File: src/rtl/pc_sequencer.sv
// Program-counter unit: registered fetch address, opcode-selected next address,
// and a return-address stack with sticky overflow/underflow flags.
module pc_sequencer #(
  parameter int ADDR_WIDTH  = 16,
  parameter int START_ADDR  = 'h400,
  parameter int STEP        = 1,
  parameter int STACK_DEPTH = 8,
  parameter int CNT_WIDTH   = $clog2(STACK_DEPTH + 1)
) (
  input  logic                  clk,
  input  logic                  clearN,
  input  logic                  pcWrite,
  input  logic [2:0]            op,
  input  logic [ADDR_WIDTH-1:0] target,
  input  logic [ADDR_WIDTH-1:0] offset,
  input  logic                  errClear,
  output logic [ADDR_WIDTH-1:0] pc,
  output logic [CNT_WIDTH-1:0]  stackCount,
  output logic                  stackFull,
  output logic                  stackEmpty,
  output logic                  overflowErr,
  output logic                  underflowErr
);

  typedef enum logic [2:0] {
    OP_HOLD    = 3'd0,
    OP_INC     = 3'd1,
    OP_BRANCH  = 3'd2,
    OP_JUMP    = 3'd3,
    OP_CALL    = 3'd4,
    OP_RET     = 3'd5,
    OP_RESTART = 3'd6,
    OP_RSVD    = 3'd7
  } op_e;

  localparam int IDX_W = (STACK_DEPTH > 1) ? $clog2(STACK_DEPTH) : 1;
  localparam logic [ADDR_WIDTH-1:0] START_A = ADDR_WIDTH'(START_ADDR);
  localparam logic [ADDR_WIDTH-1:0] STEP_A  = ADDR_WIDTH'(STEP);
  localparam logic [CNT_WIDTH-1:0]  DEPTH_C = CNT_WIDTH'(STACK_DEPTH);

  logic [ADDR_WIDTH-1:0] pc_q, pc_d;
  logic [CNT_WIDTH-1:0]  cnt_q, cnt_d;
  logic                  ovf_q, ovf_d;
  logic                  unf_q, unf_d;
  logic [ADDR_WIDTH-1:0] stack_q [STACK_DEPTH];

  logic                  push_en;
  logic [ADDR_WIDTH-1:0] push_val;
  logic [IDX_W-1:0]      wr_idx;
  logic [IDX_W-1:0]      top_idx;
  logic                  full;
  logic                  empty;

  assign full    = (cnt_q == DEPTH_C);
  assign empty   = (cnt_q == '0);
  assign wr_idx  = IDX_W'(cnt_q);
  assign top_idx = IDX_W'(cnt_q - 1'b1);

  always_comb begin
    // NOTE: every variable gets a default before the case so no path leaves it unassigned (no latch).
    pc_d     = pc_q;
    cnt_d    = cnt_q;
    ovf_d    = ovf_q & ~errClear;
    unf_d    = unf_q & ~errClear;
    push_en  = 1'b0;
    push_val = pc_q + STEP_A;

    if (pcWrite) begin
      case (op_e'(op))
        OP_INC:    pc_d = pc_q + STEP_A;
        OP_BRANCH: pc_d = pc_q + offset;
        OP_JUMP:   pc_d = target;
        OP_CALL: begin
          if (full) begin
            ovf_d = 1'b1;
          end else begin
            push_en = 1'b1;
            pc_d    = target;
            cnt_d   = cnt_q + 1'b1;
          end
        end
        OP_RET: begin
          if (empty) begin
            unf_d = 1'b1;
          end else begin
            pc_d  = stack_q[top_idx];
            cnt_d = cnt_q - 1'b1;
          end
        end
        OP_RESTART: begin
          pc_d  = START_A;
          cnt_d = '0;
        end
        default: ;  // HOLD and reserved leave everything as is
      endcase
    end
  end

  // NOTE: state registers use non-blocking assignments so all flops update together at the edge.
  always_ff @(posedge clk or negedge clearN) begin
    if (!clearN) begin
      pc_q  <= START_A;
      cnt_q <= '0;
      ovf_q <= 1'b0;
      unf_q <= 1'b0;
    end else begin
      pc_q  <= pc_d;
      cnt_q <= cnt_d;
      ovf_q <= ovf_d;
      unf_q <= unf_d;
    end
  end

  // NOTE: stack storage is deliberately not reset; entries above stackCount are never read.
  always_ff @(posedge clk) begin
    if (push_en) stack_q[wr_idx] <= push_val;
  end

  assign pc           = pc_q;
  assign stackCount   = cnt_q;
  assign stackFull    = full;
  assign stackEmpty   = empty;
  assign overflowErr  = ovf_q;
  assign underflowErr = unf_q;

endmodule

File: config.mk
export PLATFORM = sky130hd
export DESIGN_NAME = pc_sequencer
export DESIGN_NICKNAME = d
export VERILOG_FILES = /design/src/rtl/pc_sequencer.sv
export SDC_FILE = /design/constraint.sdc
export NUM_CORES = 1
export LEC_CHECK = 0
export BUFFER_PORTS_ARGS = -buffer_cell sky130_fd_sc_hd__buf_4
export CAP_MARGIN = 10
export CORE_UTILIZATION = 40
export CTS_CLUSTER_SIZE = 24
export DETAILED_ROUTE_END_ITERATION = 8
export PLACE_DENSITY_LB_ADDON = 0.05
export REMOVE_ABC_BUFFERS = 1
export SETUP_SLACK_MARGIN = 0.3
export SLEW_MARGIN = 20
export SYNTH_ARGS = -nofsm -noshare
export SYNTH_HDL_FRONTEND = slang
export SYNTH_SLANG_ARGS = --single-unit
File: constraint.sdc
create_clock -name clk -period 4.9 [get_ports clk]
set_input_delay 0.735 -clock clk [delete_from_list [all_inputs] [get_ports clk]]
set_output_delay 0.735 -clock clk [all_outputs]
set_load 0.05 [all_outputs]
==> results.sh <==
export IMPL_drt_pass1_iterations=5
export IMPL_fin_crit_sh=0.633
export IMPL_cts_made_buffers=17
export IMPL_slew_headroom=0.254
export IMPL_routabilityCongestion=0.839
export IMPL_min_period_ns=3.10
export IMPL_antenna_found_initial=0
export IMPL_critPathKind="reg -> reg"
export IMPL_ys_async_sr_fraction=0.147
export IMPL_hold_viol_final=0
export IMPL_cts_tree="done"
export IMPL_yosysWarnings=0
export IMPL_layout_drive_gt1_share=0.248
export IMPL_drc=0
export IMPL_fp_row_count=49
export IMPL_yosysMostFrequentCell="edfxtp_1"
export IMPL_clkTransAtPathRegs_ns=0.06
export IMPL_route_antenna_remaining_nets=0
export IMPL_viasPerCell=5.91
export IMPL_dieArea_sq_um=19100
export IMPL_grt_pass1_vias=5016
export IMPL_grt_max_degree=40
export IMPL_die_w_um=138
export IMPL_critPathLaunchType="flop"
export IMPL_avgSynthCellArea_sq_um=13.5
export IMPL_worst_hold_slack_ns=0.222
export IMPL_cellLeakagePower_uw=0.00317
export IMPL_synth_seq_cells=150
export IMPL_required_ns=5.17
export IMPL_clock_path_buffers=2
export IMPL_synth_area_top_cells="edfxtp_1 (52%), mux4_2 (9.7%), dfrtp_1 (7.1%), ha_1 (3.2%), nand2_1 (2.4%)"
export IMPL_cp_end_kind="flop"
export IMPL_yosysTopAreaCellShare=0.519
export IMPL_worstSkewPairLatency_ns=0.42
export IMPL_max_cap_violations=0
export IMPL_grt_pass1_wl_um=31000
export IMPL_synth_edf_count=128
export IMPL_syn_cell_area_sq_um=7400
export IMPL_synth_top_area_cell="edfxtp_1"
export IMPL_hp_class="in -> async"
export IMPL_setup_violations=0
export IMPL_synthDistinctLibCells=61
export IMPL_tns_ns=0
export IMPL_place_hpwl_um=13900
export IMPL_cts_setup_buffers=0
export IMPL_cts_sinks=150
export IMPL_htreeDepth=4
export IMPL_ir_worst_vdd_uv=501
export IMPL_grt_overflow_total=0
export IMPL_n_antenna_cell=0
export IMPL_worst_pin_slew_ns=1.12
export IMPL_ys_seq_area_frac=0.594
export IMPL_num_io_pins=63
export IMPL_max_freq_mhz=323
export IMPL_fin_nets=679
export IMPL_syn_inst=550
export IMPL_drt_total_wl_um=20300
export IMPL_drv_slew=0
export IMPL_worstPathMaxFanout=15
export IMPL_portBuffers=62
export IMPL_grt_usage=0.222
export IMPL_powerDensity_nw_per_um2=601
export IMPL_rsz0062_at_grt="false"
export IMPL_syn2layout_area_growth_pct=19.2
export IMPL_vias=5086
export IMPL_first_iter_violations=378
export IMPL_ctsResizeCount=0
export IMPL_start_util=0.411
export IMPL_cts_hold_buf=0
export IMPL_core_sq_um=18000
export IMPL_status="finished, final reports clean"
export IMPL_synth_commonest_cells="edfxtp_1 (128), nand2_1 (47), a21oi_1 (34), o21ai_0 (33), mux4_2 (32)"
export IMPL_root_buffer="clkbuf_16"
export IMPL_wl_per_cell_um=23.6
export IMPL_die_h_um=138
export IMPL_finClkSkew_ns=0.00742
export IMPL_nFillCells=1621
export IMPL_ys_flop_type="edfxtp_1"
export IMPL_p_total_uw=5300
export IMPL_worstPathArrival_ns=3.37
## kinds of logic (layout without fill, tap and decap cells)
kind of cell / count (synthesis) / count (layout) / share of synthesized area
muxes: 36 / 36 / 0.103
adders and majority gates: 20 / 20 / 0.0348
DFF: 150 / 150 / 0.594
xor gates and xnor gates: 25 / 25 / 0.0296
and+or+nand+nor: 130 / 130 / 0.0850
AOI/OAI and AO/OA: 147 / 147 / 0.130
buffers and inverters: 42 / 124 / 0.0242
## placed cells by master, fill, tap and decap left out, types with 15 or more instances in the layout
master	Yosys	layout
a22oi_1	15	15
o21ai_0	33	33
nor2_1	28	26
a21oi_1	34	34
buf_4	2	77
xnor2_1	17	17
nand3_1	18	18
mux4_2	32	32
dfrtp_1	21	20
inv_1	16	16
nand2_1	47	47
ha_1	19	19
clkbuf_16	0	17
edfxtp_1	128	128
## cell type report
class                      count  area [sq um]  area share
clock buffer                  17           425      0.0482
clock inverter                14           224      0.0254
inverter                      16          60.1     0.00681
multi-input combinational    358          2850       0.323
sequential                   150          4400       0.498
tap                          229           287      0.0325
timing repair buffer          77           578      0.0655
## critical path, stage by stage (launching register included)
cell and delay, ns:
dfrtp_1 0.55, inv_1 0.20, ha_1 0.87, buf_4 0.32
mux4_2 0.33, nand2_1 0.10, o2111ai_1 0.16, a221oi_1 0.30
o31ai_1 0.12
## where the power goes
group | leakage (uW) | internal [uW] | switching (uW) | total (uW)
Combinational | 0.00143 | 793 | 1250 | 2040
Sequential | 0.00143 | 1630 | 187 | 1820
Clock | 0.000309 | 908 | 532 | 1440
Total | 0.00317 | 3330 | 1970 | 5300
## flip-flops by register name, indices dropped and copies added (netlist names)
register	flops
overflowErr	1
stack_q	128
pc	16
stackCount	4
underflowErr	1
## metrics by stage
step	util	instances	instance area (sq um)	worst slack, ns
finish	0.490	861	8820	1.80
global route	0.490	861	8820	1.59
CTS	0.489	861	8820	1.83
detailed placement	0.453	830	8170	1.72
global placement	0.453	830	8170	1.80
floorplan	-	524	7280	0.518
## final timing paths
check                         startpoint            to  slack (ns)  depth (start not counted)
max                        stackCount[1]        pc[14]        1.80                          8
min                               clearN  underflowErr        0.22                          1
max reg2reg                stackCount[1]        pc[14]        1.80                          8
min reg2reg                  overflowErr   overflowErr        0.54                          2
max in group asynchronous         clearN        pc[10]        4.36                          1
min in group clk                errClear  underflowErr        0.51                          2
## layer usage
metal	up-vias	GRT usage	routed length, um	share of wire
li1	2311	-	-	-
met5	-	0	0	0
met3	23	0.0475	965	0.047
met2	179	0.346	9700	0.48
met4	0	0.0723	377	0.019
met1	2573	0.310	9280	0.46
Note: power is estimated with default switching activity, not from simulation.
